--- src/rtl/seven_seg_pkg.sv ---
// Shared segment patterns, scanner state encoding and the BCD-to-segment decode
// used by the multiplexed seven-segment display controller.
package seven_seg_pkg;

  localparam logic [6:0] SEG_0     = 7'b1111110;
  localparam logic [6:0] SEG_1     = 7'b0110000;
  localparam logic [6:0] SEG_2     = 7'b1101101;
  localparam logic [6:0] SEG_3     = 7'b1111001;
  localparam logic [6:0] SEG_4     = 7'b0110011;
  localparam logic [6:0] SEG_5     = 7'b1011011;
  localparam logic [6:0] SEG_6     = 7'b1011111;
  localparam logic [6:0] SEG_7     = 7'b1110000;
  localparam logic [6:0] SEG_8     = 7'b1111111;
  localparam logic [6:0] SEG_9     = 7'b1111011;
  localparam logic [6:0] SEG_BLANK = 7'b0000000;

  typedef enum logic [1:0] {
    IDLE  = 2'd0,
    BLANK = 2'd1,
    DRIVE = 2'd2
  } state_e;

  // Segment order is {a,b,c,d,e,f,g}; non-decimal codes render dark.
  function automatic logic [6:0] bcd_to_seg(input logic [3:0] bcd);
    logic [6:0] seg;
    case (bcd)
      4'd0:    seg = SEG_0;
      4'd1:    seg = SEG_1;
      4'd2:    seg = SEG_2;
      4'd3:    seg = SEG_3;
      4'd4:    seg = SEG_4;
      4'd5:    seg = SEG_5;
      4'd6:    seg = SEG_6;
      4'd7:    seg = SEG_7;
      4'd8:    seg = SEG_8;
      4'd9:    seg = SEG_9;
      default: seg = SEG_BLANK;
    endcase
    return seg;
  endfunction

endpackage

--- src/rtl/seven_segment.sv ---
// Combinational BCD-to-seven-segment decoder shared by all scanned digits.
module seven_segment
  import seven_seg_pkg::*;
(
  input  logic [3:0] bcd_i,
  output logic [6:0] seg_c_o
);

  assign seg_c_o = bcd_to_seg(bcd_i);

endmodule

--- src/rtl/seven_segment_scanner.sv ---
// Time-multiplexed common-cathode display scanner with a double-buffered BCD word,
// per-slot anti-ghosting blanking and optional leading-zero suppression.
module seven_segment_scanner
  import seven_seg_pkg::*;
#(
  parameter int unsigned NUM_DIGITS   = 4,
  parameter int unsigned REFRESH_DIV  = 1000,
  parameter int unsigned BLANK_CYCLES = 2
) (
  input  logic                    clk,
  input  logic                    rst_n,
  input  logic                    enable,
  input  logic                    lz_suppress,
  input  logic                    load_valid,
  input  logic [4*NUM_DIGITS-1:0] load_data,
  output logic                    load_ready,
  output logic [6:0]              seg,
  output logic [NUM_DIGITS-1:0]   digit_en,
  output logic                    frame_done
);

  localparam int unsigned DATA_W = 4 * NUM_DIGITS;
  localparam int unsigned CNT_W  = (REFRESH_DIV > 1) ? $clog2(REFRESH_DIV) : 1;
  localparam int unsigned IDX_W  = (NUM_DIGITS > 1) ? $clog2(NUM_DIGITS) : 1;

  localparam logic [CNT_W-1:0] CNT_LAST   = CNT_W'(REFRESH_DIV - 1);
  localparam logic [CNT_W-1:0] BLANK_LAST = CNT_W'((BLANK_CYCLES > 0) ? BLANK_CYCLES - 1 : 0);
  localparam logic [IDX_W-1:0] IDX_LAST   = IDX_W'(NUM_DIGITS - 1);
  // With no guard cycles the blanking state is bypassed entirely.
  localparam state_e SLOT_START = (BLANK_CYCLES > 0) ? BLANK : DRIVE;

  state_e              state_q, state_d;
  logic [CNT_W-1:0]    cnt_q, cnt_d;
  logic [IDX_W-1:0]    idx_q, idx_d;
  logic [DATA_W-1:0]   pending_q, pending_d;
  logic                pend_v_q, pend_v_d;
  logic [DATA_W-1:0]   active_q, active_d;
  logic [6:0]          seg_q, seg_d;
  logic [NUM_DIGITS-1:0] digit_en_q, digit_en_d;
  logic                frame_done_q, frame_done_d;
  logic                load_ready_q, load_ready_d;

  logic                frame_end;
  logic                zero_above;
  logic                sel_blank;
  logic [3:0]          nib_sel;
  logic [6:0]          dec_seg;

  // Scan sequencing: slot counter runs across blank and drive phases of a slot.
  always_comb begin
    state_d   = state_q;
    cnt_d     = cnt_q;
    idx_d     = idx_q;
    frame_end = 1'b0;
    if (!enable) begin
      state_d = IDLE;
      cnt_d   = '0;
      idx_d   = '0;
    end else begin
      case (state_q)
        IDLE: begin
          state_d = SLOT_START;
          cnt_d   = '0;
          idx_d   = '0;
        end
        BLANK: begin
          cnt_d = cnt_q + 1'b1;
          if (cnt_q == BLANK_LAST) state_d = DRIVE;
        end
        DRIVE: begin
          if (cnt_q == CNT_LAST) begin
            cnt_d   = '0;
            state_d = SLOT_START;
            if (idx_q == IDX_LAST) begin
              idx_d     = '0;
              frame_end = 1'b1;
            end else begin
              idx_d = idx_q + 1'b1;
            end
          end else begin
            cnt_d = cnt_q + 1'b1;
          end
        end
        default: state_d = IDLE;
      endcase
    end
  end

  // Double buffer: a transfer and an accept can never coincide since ready = !pend_v.
  always_comb begin
    pending_d = pending_q;
    pend_v_d  = pend_v_q;
    active_d  = active_q;
    if (frame_end && pend_v_q) begin
      active_d = pending_q;
      pend_v_d = 1'b0;
    end else if (load_valid && !pend_v_q) begin
      pending_d = load_data;
      pend_v_d  = 1'b1;
    end
    load_ready_d = !pend_v_d;
  end

  // Nibble select and leading-zero detection for the digit about to be shown.
  always_comb begin
    nib_sel    = 4'h0;
    sel_blank  = 1'b0;
    zero_above = 1'b1;
    for (int k = NUM_DIGITS - 1; k >= 0; k--) begin
      zero_above = zero_above && (active_d[4*k +: 4] == 4'h0);
      if (idx_d == IDX_W'(k)) begin
        nib_sel   = active_d[4*k +: 4];
        sel_blank = lz_suppress && zero_above && (k != 0);
      end
    end
  end

  seven_segment u_decode (
    .bcd_i   (nib_sel),
    .seg_c_o (dec_seg)
  );

  always_comb begin
    seg_d        = SEG_BLANK;
    digit_en_d   = '0;
    frame_done_d = frame_end;
    if (state_d == DRIVE) begin
      digit_en_d = NUM_DIGITS'(1) << idx_d;
      if (!sel_blank) seg_d = dec_seg;
    end
  end

  always_ff @(posedge clk or negedge rst_n) begin
    if (!rst_n) begin
      state_q      <= IDLE;
      cnt_q        <= '0;
      idx_q        <= '0;
      pending_q    <= '0;
      pend_v_q     <= 1'b0;
      active_q     <= '0;
      seg_q        <= SEG_BLANK;
      digit_en_q   <= '0;
      frame_done_q <= 1'b0;
      load_ready_q <= 1'b1;
    end else begin
      state_q      <= state_d;
      cnt_q        <= cnt_d;
      idx_q        <= idx_d;
      pending_q    <= pending_d;
      pend_v_q     <= pend_v_d;
      active_q     <= active_d;
      seg_q        <= seg_d;
      digit_en_q   <= digit_en_d;
      frame_done_q <= frame_done_d;
      load_ready_q <= load_ready_d;
    end
  end

  assign seg        = seg_q;
  assign digit_en   = digit_en_q;
  assign frame_done = frame_done_q;
  assign load_ready = load_ready_q;

endmodule
--- config.mk ---
export PLATFORM = sky130hd
export DESIGN_NAME = seven_segment_scanner
export DESIGN_NICKNAME = d
export VERILOG_FILES = /design/src/rtl/seven_seg_pkg.sv /design/src/rtl/seven_segment.sv /design/src/rtl/seven_segment_scanner.sv
export SDC_FILE = /design/constraint.sdc
export NUM_CORES = 1
export LEC_CHECK = 0
export ABC_AREA = 1
export CAP_MARGIN = 10
export CORE_UTILIZATION = 35
export DETAILED_ROUTE_END_ITERATION = 12
export HOLD_SLACK_MARGIN = 0.15
export SYNTH_ARGS = -nofsm -noshare
export SYNTH_HDL_FRONTEND = slang
export SYNTH_SLANG_ARGS = --single-unit
--- constraint.sdc ---
create_clock -name clk -period 2.57 [get_ports clk]
set_input_delay 0.514 -clock clk [delete_from_list [all_inputs] [get_ports clk]]
set_output_delay 0.514 -clock clk [all_outputs]
set_load 0.005 [all_outputs]
==> results.py, run 1 <==
metrics = {
    "clock_network": {
        "clkTransAtPathRegs_ns": 0.07,
        "cts_hold_buf": 0,
        "h-tree-depth": 3,
        "clock_path_buffers": 2,
        "numCtsBuffers": 9,
        "tritoncts": "yes",
        "numClockSinks": 60,
        "worstSkewPairLatency_ns": 0.34,
        "ctsRootBufferMaster": "sky130_fd_sc_hd__clkbuf_8",
    },
    "global_routing": {
        "wire_length_of_the_first_global_routing_pass_um": 11600,
        "via_count_of_the_first_global_routing_pass": 2521,
        "overflow": 0,
        "grt_antenna_before_repair": 0,
        "grt_max_degree": 61,
        "track_usage_pct": 15.5,
    },
    "route": {
        "drc_errors": 0,
        "drt_iter0_markers": 150,
        "num_vias": 2610,
        "drt-pass1-iter-count": 4,
        "drt-total-wl_um": 7010,
        "post_drt_via_cell_ratio": 4.56,
        "detail_route.wl_per_cell_um": 12.2,
        "drt.antenna.violating_nets": 0,
    },
    "power": {
        "p_leak_nw": 2.10,
        "cellPowerDensity_mw_per_mm2": 407,
        "worst_ir_drop_vdd_uv": 382,
    },
    "placement": {
        "detailed_place_hpwl_um": 4950,
        "pre_cts_slack_ns": -0.236,
        "finalWeightedCongestion": 0.840,
        "placement.io_buffers": 33,
    },
    "critical_path": {
        "critical_path_peak_fanout": 6,
        "worst_ep_required_time_ns": 2.79,
        "worstSetupEndpointType": "flip-flop",
        "r2r_setup_slack_ns": 0.11,
        "criticalPathCategory": "reg -> reg",
        "worstPathArrival_ns": 2.68,
        "worst_setup_path_start_kind": "flip-flop",
    },
    "timing": {
        "worst_slew_pin_tran_ns": 0.477,
        "finalWorstSetupSlack_ns": 0.113,
        "clock-skew-final_ns": 0.00845,
        "hold_viol": 0,
        "worst_slew_margin_rel_pct": 67.9,
        "max_clock_freq_mhz": 407,
        "period_share_pct": 95.6,
        "final_max_slew_viol_count": 0,
        "setup_viol": 0,
        "post-route-min-period_ns": 2.46,
        "final.hold.worst_slack_ns": 0.162,
    },
    "logic_synthesis": {
        "post_synthesis_simple_gate_area_fraction_pct": 30.7,
        "netlist-cell-type-count": 36,
        "ys_warn_count": 0,
        "synthesis.area_mm2": 0.00316,
        "yosys.area_share.adder_pct": 4.75,
        "yosys.area_share.xor_xnor_pct": 0.832,
        "synth_fp_nets": 406,
        "synth-seq-area-share_pct": 47.6,
        "count_of_state_elements_after_synthesis": 60,
        "synth_area_in_compound_gates_pct": 5.15,
        "synth_mux_area_share_pct": 3.57,
        "proportion_of_synthesized_flip_flops_having_asynchronous_set_or_reset_pct": 100,
        "synth_top_family_by_area": "simple AND/OR/NAND/NOR gates",
        "synthesis.instances": 373,
        "post_synthesis_area_per_instance_um2": 8.47,
        "synth_flop_cell": "sky130_fd_sc_hd__dfrtp_1",
        "synth-edff-count": 0,
    },
    "layout": {
        "layout_nets": 492,
        "num-fill-cells": 824,
        "finalCoreUtilization_pct": 49.9,
        "final_cell_mix": "76 x sky130_fd_sc_hd__nand2_1, 59 x sky130_fd_sc_hd__dfrtp_1, 44 x sky130_fd_sc_hd__inv_1, 44 x sky130_fd_sc_hd__nor2_1, 42 x sky130_fd_sc_hd__buf_4",
        "ant_diodes": 0,
        "syn_to_final_growth_pct": 37.7,
        "post_route_cells_drive_above_1_share_pct": 31.0,
        "layout.cells.most_common": "sky130_fd_sc_hd__nand2_1",
    },
    "floorplan": {
        "die_x_um": 97.0,
        "placement_rows": 34,
        "die_area_mm2": 0.00941,
        "floorplan.initialDensity_pct": 36.2,
        "coreArea_mm2": 0.00872,
        "boundaryPins": 34,
        "die-height_um": 97.0,
    },
    "status": {
        "run_status": "finished clean",
    },
    "run": {
        "drv.max_cap_violation_count": 0,
    },
    "worst_hold_path": {
        "hold_class": "in -> async",
    },
}
## path summary, 6_finish.rpt
path | startpoint | end | depth (start not counted)
max | cnt_q[1] | seg[3] | 17
min | rst_n | cnt_q[5] | 2
max reg2reg | cnt_q[1] | seg[3] | 17
min reg2reg | active_q[3] | active_q[3] | 2
max in group asynchronous | rst_n | load_ready | 2
min in group clk | active_q[3] | active_q[3] | 2
## critical path, stage by stage (launching register included)
cell	delay (ns)
sky130_fd_sc_hd__dfrtp_1	0.39
sky130_fd_sc_hd__ha_4	0.16
sky130_fd_sc_hd__nand2_2	0.06
sky130_fd_sc_hd__nor2_4	0.14
sky130_fd_sc_hd__nand3_4	0.13
sky130_fd_sc_hd__nor3_4	0.31
sky130_fd_sc_hd__buf_12	0.16
sky130_fd_sc_hd__nand2_1	0.06
sky130_fd_sc_hd__nand2_2	0.08
sky130_fd_sc_hd__inv_2	0.04
sky130_fd_sc_hd__nand2_2	0.07
sky130_fd_sc_hd__nand4_4	0.14
sky130_fd_sc_hd__inv_2	0.11
sky130_fd_sc_hd__ha_1	0.24
sky130_fd_sc_hd__inv_1	0.07
sky130_fd_sc_hd__nor2_2	0.04
sky130_fd_sc_hd__nor2_2	0.09
sky130_fd_sc_hd__nor2_2	0.04
## metal layers
layer,GRT usage (%),vias up,part of all wire [%]
met5,0,-,0
met4,6.89,0,1.6
met3,3.83,9,2.9
met2,23.9,34,48
met1,20.6,1216,48
li1,-,1351,-
## sequential cells by signal (all words and copies together) (netlist names)
signal / flops
active_q: 16
pending_q: 16
cnt_q: 10
seg: 7
digit_en: 4
idx_q: 2
state_q: 2
frame_done: 1
load_ready: 1
pend_v_q: 1
## layout make-up
| type | count | area (um2) | area share (%) |
|---|---|---|---|
| clock buffers | 14 | 153 | 3.51 |
| clock inverters | 2 | 10.0 | 0.230 |
| inverters | 52 | 198 | 4.55 |
| multi-input cells | 255 | 1600 | 36.9 |
| flip-flops and latches | 60 | 1500 | 34.6 |
| well taps | 108 | 135 | 3.11 |
| repair buffers | 81 | 748 | 17.2 |
## Yosys cell counts (4+ instances only)
library cell | instances | share of area, %
sky130_fd_sc_hd__a21oi_1 | 10 | 1.6
sky130_fd_sc_hd__nor2_1 | 52 | 6.2
sky130_fd_sc_hd__ha_1 | 12 | 4.8
sky130_fd_sc_hd__dfrtp_1 | 59 | 47
sky130_fd_sc_hd__o21ai_0 | 9 | 1.4
sky130_fd_sc_hd__nor2_2 | 4 | 0.79
sky130_fd_sc_hd__nand3_1 | 23 | 3.6
sky130_fd_sc_hd__nor3_1 | 7 | 1.1
sky130_fd_sc_hd__inv_1 | 49 | 5.8
sky130_fd_sc_hd__mux2_2 | 10 | 3.6
sky130_fd_sc_hd__nand2_1 | 87 | 10
sky130_fd_sc_hd__nor2_4 | 7 | 2.5
sky130_fd_sc_hd__nand2_2 | 8 | 1.6
## power breakdown
group	total, mW	internal [mW]	switching [mW]
combinational	0.103	0.0496	0.0533
clock	0.715	0.374	0.340
sequential	0.951	0.948	0.00258
total	1.77	1.37	0.396
## what timing repair did
| item | in CTS | in global routing |
|---|---|---|
| setup endpoints to repair | 0 | 7 |
| setup buffers | 0 | 15 |
| gates resized for setup | 0 | 54 |
## cell families (layout without fill, tap and decap cells)
family | count (synthesis) | count (layout)
AND/OR/NAND/NOR | 202 | 202
flip-flops | 60 | 60
buffers and inverters | 58 | 149
AO/OA/AOI/OAI | 28 | 28
adder cells (fa/ha/maj) | 12 | 12
multiplexers | 10 | 10
XOR/XNOR | 3 | 3
## metrics by stage
stage                     total power [mW]  setup TNS [ns]  std cells  area, um2
after floorplan                      0.994               0        373       3160
after global placement                1.06          -0.897        541       3850
after detailed placement              1.06           -1.28        541       3850
after CTS                             1.80               0        557       4010
after global routing                  1.86          -0.229        572       4350
final                                 1.77               0        572       4350
Note: power is estimated with default switching activity, not from simulation.
==> inputs of run 2 (changes only) <==
- CORE_MARGIN: not set -> 10
- clock period: 2.57 -> 2.4 ns (I/O delays scaled with it)
==> run 2 against run 1 <==
  * Global-route usage shrank 3.2 points
  * Register-to-register slack got worse by 0.11 ns
  * Non-clock buffer count grew 15
  * Fmax rose by 2.4%
  * Utilization grew 1.1 points
  * Largest power group unchanged
==> results.py, run 2 (synthesis gave the netlist of run 1 again) <==
metrics = {
    "run": {
        "drv.max_cap_violation_count": 0,
    },
    "floorplan": {
        "floorplan.initialDensity_pct": 36.0,
        "die-height_um": 115,
        "coreArea_mm2": 0.00876,
        "placement_rows": 34,
        "die_x_um": 115,
        "boundaryPins": 34,
        "die_area_mm2": 0.0132,
    },
    "layout": {
        "layout.cells.non_filler": 587,
        "final_cell_mix": "78 x sky130_fd_sc_hd__nand2_1, 59 x sky130_fd_sc_hd__dfrtp_1, 54 x sky130_fd_sc_hd__buf_4",
        "fin_area_mm2": 0.00447,
        "layout.cells.most_common": "sky130_fd_sc_hd__nand2_1",
        "ant_diodes": 0,
        "layout_top_registers": "active_q: 16 flops, pending_q: 16 flops, cnt_q: 10 flops",
        "num-fill-cells": 824,
        "multi_input_comb_area_mm2": 0.00157,
        "layout_nets": 507,
        "post_route_cells_drive_above_1_share_pct": 32.8,
        "seq_area_mm2": 0.00150,
        "finalCoreUtilization_pct": 51.0,
        "syn_to_final_growth_pct": 41.4,
    },
    "critical_path": {
        "worstPathBufferInverterCount": 4,
        "r2r_setup_slack_ns": 0.001,
        "rr_worst_depth": 17,
        "crit-reg2reg-capture": "seg[0]",
        "critical_path_startpoint": "cnt_q[0]",
        "worstReg2RegStart": "cnt_q[0]",
        "critPathMaxStageDelay_ns": 0.36,
        "worst_setup_path_start_kind": "flip-flop",
        "worst_ep_required_time_ns": 2.67,
        "criticalPathCategory": "reg -> reg",
        "cp_cell_sequence": "ha_2 > nand2_2 > nor2_4 > nand3_4 > nand2_2 > inv_2 > o21ai_4 > nor2_4 > buf_4 > buf_4 > nand2_1 > nand3_2 > nor2_4 > inv_2 > nand2_2 > nand2_4 > nor2_1",
        "slowest_stage": "sky130_fd_sc_hd__dfrtp_1",
        "critical_path.top_delay_family": "simple AND/OR/NAND/NOR gates",
        "worst-path-stages": 17,
        "worstSetupEndpointType": "flip-flop",
        "critical_path_peak_fanout": 7,
        "timing.critical_path.to": "seg[0]",
        "worstPathArrival_ns": 2.67,
    },
    "timing": {
        "finalWorstSetupSlack_ns": 0.00116,
        "grt_setup_unrepaired": "yes",
        "final.hold.worst_slack_ns": 0.487,
        "max_clock_freq_mhz": 417,
        "worst_slew_pin_tran_ns": 0.406,
        "period_share_pct": 100,
        "setup_viol": 0,
        "worst_slew_margin_rel_pct": 72.9,
        "post-route-min-period_ns": 2.40,
        "hold_viol": 0,
        "final_max_slew_viol_count": 0,
        "setup-tns-final_ns": 0,
        "clock-skew-final_ns": 0.00588,
    },
    "global_routing": {
        "wire_length_of_the_first_global_routing_pass_um": 13300,
        "grt_antenna_before_repair": 0,
        "grt_max_degree": 61,
        "top_usage_layer": "met2",
        "globalRouteMet2Util_pct": 20.1,
        "met3_use_gr_pct": 3.02,
        "grt_use_met1_pct": 14.8,
        "via_count_of_the_first_global_routing_pass": 2887,
        "overflow": 0,
        "track_usage_pct": 12.3,
    },
    "route": {
        "post_drt_via_cell_ratio": 4.60,
        "drt-total-wl_um": 7570,
        "drc_errors": 0,
        "drt-pass1-iter-count": 4,
        "drt_iter0_markers": 124,
        "drt.antenna.violating_nets": 0,
        "detail_route.wl_per_cell_um": 12.9,
        "num_vias": 2702,
    },
    "worst_hold_path": {
        "worstHoldStart": "active_q[0]",
        "hold_class": "reg -> reg",
    },
    "placement": {
        "pre_cts_slack_ns": -0.357,
        "post_dp_cell_area_mm2": 0.00398,
        "placement.io_buffers": 33,
        "placedCellCount": 558,
        "detailed_place_hpwl_um": 5650,
        "finalWeightedCongestion": 0.898,
    },
    "clock_network": {
        "worstSkewPairLatency_ns": 0.34,
        "clock_path_buffers": 2,
        "h-tree-depth": 3,
        "ctsRootBufferMaster": "sky130_fd_sc_hd__clkbuf_8",
        "clkTransAtPathRegs_ns": 0.07,
        "numCtsBuffers": 9,
        "tritoncts": "yes",
        "numClockSinks": 60,
    },
    "power": {
        "cellPowerDensity_mw_per_mm2": 481,
        "finalPower_mw": 2.15,
        "worst_ir_drop_vdd_uv": 267,
        "p_leak_nw": 2.19,
    },
    "status": {
        "run_status": "finished clean",
    },
}
run 2: cell types whose count changed in the layout (fill, tap and decap cells not counted), moves of 2 or more:
| cell | before | now |
|---|---|---|
| sky130_fd_sc_hd__o21ai_0 | 7 | 5 |
| sky130_fd_sc_hd__o21ai_1 | 1 | 5 |
| sky130_fd_sc_hd__nand2_1 | 76 | 78 |
| sky130_fd_sc_hd__buf_6 | 2 | 6 |
| sky130_fd_sc_hd__nor2_2 | 11 | 9 |
| sky130_fd_sc_hd__buf_4 | 42 | 54 |
| sky130_fd_sc_hd__o21ai_2 | 3 | 1 |
| sky130_fd_sc_hd__ha_4 | 3 | 0 |
| sky130_fd_sc_hd__ha_2 | 1 | 4 |
| sky130_fd_sc_hd__nand2_2 | 18 | 15 |
| sky130_fd_sc_hd__inv_2 | 7 | 9 |
| sky130_fd_sc_hd__bufinv_16 | 0 | 2 |
| sky130_fd_sc_hd__clkbuf_1 | 4 | 1 |
run 2: worst min path at each step:
stage | endpoint | slack, ns | cells past startpoint
after global placement | active_q[0] | 0.47 | 2
after CTS | active_q[0] | 0.49 | 2
final | active_q[0] | 0.49 | 2
after floorplan | active_q[0] | 0.18 | 0
after detailed placement | active_q[0] | 0.47 | 2
after global routing | active_q[0] | 0.50 | 2
run 2: layout make-up:
class / count / share of cell area, %
tap: 108 / 3.03
sequential: 60 / 33.7
timing repair buffer: 96 / 19.0
clock inverter: 5 / 1.68
multi-input combinational: 255 / 35.1
clock buffer: 11 / 3.17
inverter: 52 / 4.37
run 2: worst min-delay path, cell delays in order, from the launching register on:
cell and delay [ns]:
sky130_fd_sc_hd__dfrtp_1 0.33, sky130_fd_sc_hd__nand2_1 0.05, sky130_fd_sc_hd__nand2_1 0.07
run 2: report_power, final:
part           switching, mW  total, mW  internal (mW)
clock                  0.414       1.02          0.608
sequential           0.00211       1.02           1.01
combinational         0.0554      0.111         0.0559
total                  0.471       2.15           1.68
run 2: repair_timing:
item / in CTS / in global routing
endpoints found under the setup margin: 7 / 7
gates resized for setup: 31 / 23
hold buffers: 1 / 0
buffers inserted: 8 / 4
pin swaps: 17 / 11
endpoints found under the hold margin: 19 / 0
run 2: routing by layer:
metal  vias up  wire, um
met5         -         0
met4         0       221
met3        14       328
met2        50      3690
met1      1260      3330
li1       1378         -
==> inputs of run 3 (changes only) <==
- CAP_MARGIN: 10 -> 15
- CORE_UTILIZATION: 35 -> 45
- PLACE_DENSITY: not set -> 0.66
==> run 3 against run 2 <==
  * The flow now finishes with violations (setup timing)
  * Critical path depth unchanged
  * Design area up 2.4%
  * Combinational power about the same
  * Wire length up 0.87%
  * Clock-buffer cell count up 4
  * Total power down 8.8%
  * Utilization up 16 points
  * Setup slack worse by 0.038 ns
==> results.py, run 3 (synthesis gave the netlist of run 1 again) <==
metrics = {
    "placement": {
        "placedCellCount": 542,
        "finalWeightedCongestion": 0.876,
        "detailed_place_hpwl_um": 5210,
        "pre_cts_slack_ns": -0.309,
        "placement.io_buffers": 33,
    },
    "critical_path": {
        "criticalPathCategory": "reg -> reg",
        "cp_cell_sequence": "ha_2 > nand2_2 > nor2_4 > nand3_4 > buf_6 > nor2_4 > nand3_1 > nand2_1 > inv_1 > nand2_1 > nand4_4 > inv_4 > buf_4 > ha_2 > nor2_1 > nor2_1 > nor2_2",
        "worst_setup_path_start_kind": "flip-flop",
        "worstPathArrival_ns": 2.67,
        "critPathMaxStageDelay_ns": 0.35,
        "slowest_stage": "sky130_fd_sc_hd__dfrtp_1",
        "worstPathBufferInverterCount": 4,
        "worst_ep_required_time_ns": 2.63,
        "critical_path.top_delay_family": "simple AND/OR/NAND/NOR gates",
        "critical_path_peak_fanout": 7,
        "worstSetupEndpointType": "flip-flop",
    },
    "power": {
        "cellPowerDensity_mw_per_mm2": 429,
        "finalPower_mw": 1.96,
        "power.share.combinational_pct": 5.8,
        "worst_ir_drop_vdd_uv": 265,
        "total_switching_power_uw": 430,
        "p_leak_nw": 2.21,
        "p_int_mw": 1.53,
        "clock_power_share_pct": 42.3,
        "pwr-share-seq_pct": 51.9,
        "power_switching_share_pct": 21.9,
    },
    "global_routing": {
        "grt_max_degree": 61,
        "grt_antenna_before_repair": 0,
        "wire_length_of_the_first_global_routing_pass_um": 12400,
        "via_count_of_the_first_global_routing_pass": 2733,
        "track_usage_pct": 13.6,
        "overflow": 0,
    },
    "route": {
        "post_drt_via_cell_ratio": 4.81,
        "drt-total-wl_um": 7630,
        "drt_iter0_markers": 101,
        "drt.antenna.violating_nets": 0,
        "drc_errors": 0,
        "drt-pass1-iter-count": 4,
        "detail_route.wl_per_cell_um": 13.2,
        "num_vias": 2788,
    },
    "floorplan": {
        "boundaryPins": 34,
        "die_area_mm2": 0.0108,
        "die_x_um": 104,
        "floorplan.initialDensity_pct": 46.5,
        "die-height_um": 104,
        "placement_rows": 30,
        "coreArea_mm2": 0.00679,
    },
    "timing": {
        "post-route-min-period_ns": 2.44,
        "finalWorstSetupSlack_ns": -0.0373,
        "period_share_pct": 102,
        "grt_setup_unrepaired": "yes",
        "worst_slew_pin_tran_ns": 0.594,
        "clock-skew-final_ns": 0.00585,
        "final_max_slew_viol_count": 0,
        "worst_slew_margin_rel_pct": 60.3,
        "final.hold.worst_slack_ns": 0.138,
        "setup_viol": 5,
        "hold_viol": 0,
        "max_clock_freq_mhz": 410,
    },
    "clock_network": {
        "clock_path_buffers": 2,
        "worstSkewPairLatency_ns": 0.34,
        "numCtsBuffers": 9,
        "clkTransAtPathRegs_ns": 0.06,
        "numClockSinks": 60,
        "h-tree-depth": 3,
        "cts_hold_buf": 0,
        "ctsRootBufferMaster": "sky130_fd_sc_hd__clkbuf_8",
        "tritoncts": "yes",
    },
    "worst_hold_path": {
        "hold_class": "in -> async",
    },
    "run": {
        "drv.max_cap_violation_count": 0,
    },
    "layout": {
        "final_cell_mix": "75 x sky130_fd_sc_hd__nand2_1, 59 x sky130_fd_sc_hd__dfrtp_1, 55 x sky130_fd_sc_hd__buf_4",
        "layout_top_registers": "active_q: 16 flops, pending_q: 16 flops, cnt_q: 10 flops",
        "finalCoreUtilization_pct": 67.3,
        "layout_nets": 512,
        "post_route_cells_drive_above_1_share_pct": 37.4,
        "syn_to_final_growth_pct": 44.8,
        "layout.cells.non_filler": 580,
        "layout.cells.most_common": "sky130_fd_sc_hd__nand2_1",
        "ant_diodes": 0,
    },
    "status": {
        "violations": "setup timing",
        "run_status": "finished, violations left",
    },
}
run 3: timing repair:
item	4_1_cts	5_1_grt
setup buffers	12	10
pin swaps	11	31
resized for setup	20	64
endpoints found under the hold margin	0	0
gates cloned	0	0
endpoints found under the setup margin	7	7
run 3: path summary, 6_finish.rpt:
kind,startpoint,endpoint,slack [ns],cells after the start
setup / recovery,cnt_q[1],seg[6],-0.04,17
hold / removal,rst_n,cnt_q[0],0.14,2
setup reg to reg,cnt_q[1],seg[6],-0.04,17
hold reg to reg,active_q[0],active_q[0],0.50,2
max in group asynchronous,rst_n,load_ready,1.94,2
min in group clk,active_q[0],active_q[0],0.50,2
run 3: cell type report:
| cell class | count | area [um2] |
|---|---|---|
| fillers | 537 | 2220 |
| multi-input cells | 255 | 1660 |
| flip-flops and latches | 60 | 1500 |
| repair buffers | 101 | 902 |
| inverters | 52 | 203 |
| clock buffers | 15 | 176 |
| well taps | 96 | 120 |
| clock inverters | 1 | 5.00 |
run 3: worst register-to-register path, cell delays in order, from the launching register on:
cell and delay, ns:
sky130_fd_sc_hd__dfrtp_1 0.35, sky130_fd_sc_hd__ha_2 0.20, sky130_fd_sc_hd__nand2_2 0.07, sky130_fd_sc_hd__nor2_4 0.11, sky130_fd_sc_hd__nand3_4 0.16, sky130_fd_sc_hd__buf_6 0.17
sky130_fd_sc_hd__nor2_4 0.09, sky130_fd_sc_hd__nand3_1 0.08, sky130_fd_sc_hd__nand2_1 0.14, sky130_fd_sc_hd__inv_1 0.09, sky130_fd_sc_hd__nand2_1 0.12, sky130_fd_sc_hd__nand4_4 0.17
sky130_fd_sc_hd__inv_4 0.11, sky130_fd_sc_hd__buf_4 0.11, sky130_fd_sc_hd__ha_2 0.15, sky130_fd_sc_hd__nor2_1 0.04, sky130_fd_sc_hd__nor2_1 0.12, sky130_fd_sc_hd__nor2_2 0.04
run 3: power by group through the flow:
stage	clock [mW]	sequential, mW	combinational, mW
CTS	0.846	1.02	0.111
finish	0.830	1.02	0.114
detailed placement	0	1.04	0.107
floorplan	0	1.04	0.0279
global placement	0	1.04	0.106
global route	0.891	1.02	0.129
run 3: per-stage QoR:
stage | TNS, ns | instance area, um2
floorplan | 0 | 3160
global placement | -1.65 | 3930
finish | -0.0743 | 4570
global route | -1.02 | 4570
CTS | 0 | 4280
detailed placement | -1.93 | 3930
run 3: metal layers:
| metal | global-route usage, % | routed length, um | part of all wire [%] |
|---|---|---|---|
| met1 | 16.7 | 3330 | 44 |
| met4 | 4.47 | 137 | 1.8 |
| met3 | 4.03 | 375 | 4.9 |
| met5 | 0 | 0 | 0 |
| met2 | 22.3 | 3780 | 50 |
==> RTL change: new RTL, settings of run 3 <==
Register the output `seg` once more, with the module's reset; this adds one clock of latency there. The other outputs are not delayed to match.
--- a/src/rtl/seven_segment_scanner.sv
+++ b/src/rtl/seven_segment_scanner.sv
@@ -158,3 +158,9 @@
 
-  assign seg        = seg_q;
+  always_ff @(posedge clk or negedge rst_n) begin
+    if (!rst_n) begin
+      seg <= '0;
+    end else begin
+      seg <= seg_q;
+    end
+  end
   assign digit_en   = digit_en_q;
Check against the original RTL: not equivalent (Yosys sat finds a counterexample within 4 cycles, from zero or initial values and one cycle with rst_n low).
==> RTL change against run 3 <==
  * The run still ends with setup timing left
  * Power increased by 11%
  * Synthesized area increased by 7.3%
  * Routed wire length increased by 0.60%
  * Sequential cell count increased by 7
  * Cell count increased by 0.52%
  * Non-clock buffer count decreased by 18
  * Cell area decreased by 0.27%
  * Sequential power increased by 12%
  * Sequential share of layout area increased by 3.9 points
  * Setup slack got worse by 0.020 ns
  * Synthesized cell count increased by 4.8%
  * Highest routed layer unchanged
==> RTL change: results (changes against run 3) <==
Placement
  • Place WS: -0.3330 ns (-0.02396 ns)
  • Placed Cells: 558 (+3.0%)
  • Post-DP HPWL: 5634 um (+8.2%)
  • Buffers on Ports: 33 (unchanged)
  • Placed Area: 4116 sq um (+4.6%)
  • GPL Wtd Cong: 0.8718 (-0.52%)

Timing
  • Final setup fails: 2 (-3)
  • Final hold slack: 0.3499 ns (+0.2114 ns)
  • Setup TNS: -0.1104 ns (-0.03610 ns)
  • Clock skew: 0.009168 ns (+0.003314 ns)
  • Slew @ Worst Pin: 0.6210 ns (+0.02680 ns)
  • Final WS setup: -0.05752 ns (-0.02021 ns)

Synth
  • Most frequent cells after synthesis: 98 x nand2_1, 66 x dfrtp_1, 47 x nor2_1, 44 x inv_1, 23 x nand3_1
  • Synthesis Warnings: 0 (unchanged)
  • Register area share after synthesis: 49.54% (+2.0 points)
  • Post-Synth Adder-Cell Area: 4.433% (-0.32 points)
  • Synth cell types: 36 (unchanged)
  • Syn Area/Cell: 8.662 sq um (+2.3%)
  • Multiplexer share of the synthesized area: 3.325% (-0.24 points)
  • Syn_nets: 424 (+4.4%)
  • Post-synthesis compound-gate area fraction: 5.320% (+0.17 points)
  • Area contributors post-synth: dfrtp_1 49%, nand2_1 11%, nor2_1 5.2%
  • FFs w/ async S/R, synth: 100.0% (unchanged)
  • Post-synthesis xor/xnor area fraction: 0.7758% (-0.056 points)

Detailed routing
  • Via count: 2804 (+0.57%)
  • DR iter-0 viols: 67 (-34%)
  • Vias per inst: 4.810 (about the same)
  • Avg WL per Cell: 13.17 um (about the same)
  • DRT Pass-1 Iters: 4 (unchanged)

Layout
  • Fillers: 626 (+17%)
  • Share of cells above drive strength 1: 33.68% (-3.7 points)
  • Largest regs: active_q (16), pending_q (16), cnt_q (10)
  • # diodes: 0 (unchanged)
  • Nets: 512 (unchanged)

Global route
  • GRT Util Overall: 13.96% (+0.38 points)
  • First-pass GRT wire length: 12960 um (+4.9%)
  • Largest net degree at the start of global routing: 29 (-52%)
  • Initial antenna violation count: 0 (unchanged)
  • Vias in the first global route: 2793 (+2.2%)

Setup path
  • Crit path DAT: 2.74 ns (+0.07 ns)
  • Worst-path fanout max: 8 (+1)

Outcome
  • Failing checks: setup timing
  • Status: complete, but fails checks

CTS
  • CTS root buffer: clkbuf_8
  • Clock tree buffer depth: 2 (unchanged)
  • H-tree levels: 3 (unchanged)
  • Clock slew at reported path FFs: about 0.07 ns
  • CTS Buf Count: 9 (unchanged)

Hold path
  • Worst Hold Class: flip-flop to flip-flop
  • Hold path start: seg_q[1]

Power and ir drop
  • Worst VDD drop: 0.3285 mV (+24%)
  • Leak: 0.002349 uW (+6.1%)

Flow run
  • MaxCap Viol Count: 0 (unchanged)
## RTL change: worst paths after layout
| check | to | cells past startpoint |
|---|---|---|
| worst max-delay path | seg_q[6] | 16 |
| worst min-delay path | seg[1] | 0 |
| worst max register to register | seg_q[6] | 16 |
| worst min register to register | seg[1] | 0 |
| max in group asynchronous | seg_q[3] | 3 |
| min in group asynchronous | active_q[9] | 2 |
## RTL change: critical path: stages (launching register included)
cell     delay (ns)
dfrtp_1        0.36
ha_2           0.19
nand2_2        0.08
nor2_4         0.15
nand3_4        0.21
a21oi_4        0.23
nand2_4        0.11
buf_6          0.14
nand3_2        0.06
nand4_1        0.13
buf_4          0.18
ha_2           0.17
inv_1          0.05
nand4_1        0.13
nand2_2        0.11
nor2_2         0.04
nor2_2         0.06
## RTL change: final cells by class
class                   count  area, sq um  share of cell area, %
clock inverters             7        68.82                  1.509
flip-flops and latches     67         1678                  36.80
multi-input cells         264         1642                  36.00
well taps                  99        123.9                  2.717
clock buffers               9        123.9                  2.717
inverters                  54        205.2                  4.501
repair buffers             83        718.2                  15.75
## RTL change: power by group
| part | internal, uW | switching, uW |
|---|---|---|
| combinational | 55.5 | 60.4 |
| sequential | 1130 | 2.42 |
| clock | 475 | 441 |
| total | 1660 | 504 |
## RTL change: metal layers
metal  track usage (%)  wire, um
met1             17.78      3473
met3             5.090       412
met5                 0         0
met2             21.20      3639
met4             5.222       153
## RTL change: repair_timing
item,4_1_cts,5_1_grt
endpoints found under the hold margin,18,0
resized for setup,12,46
buffers inserted,2,5
gates cloned,0,1
pin swaps,3,26
hold buffers,1,0
setup endpoints to repair,6,7
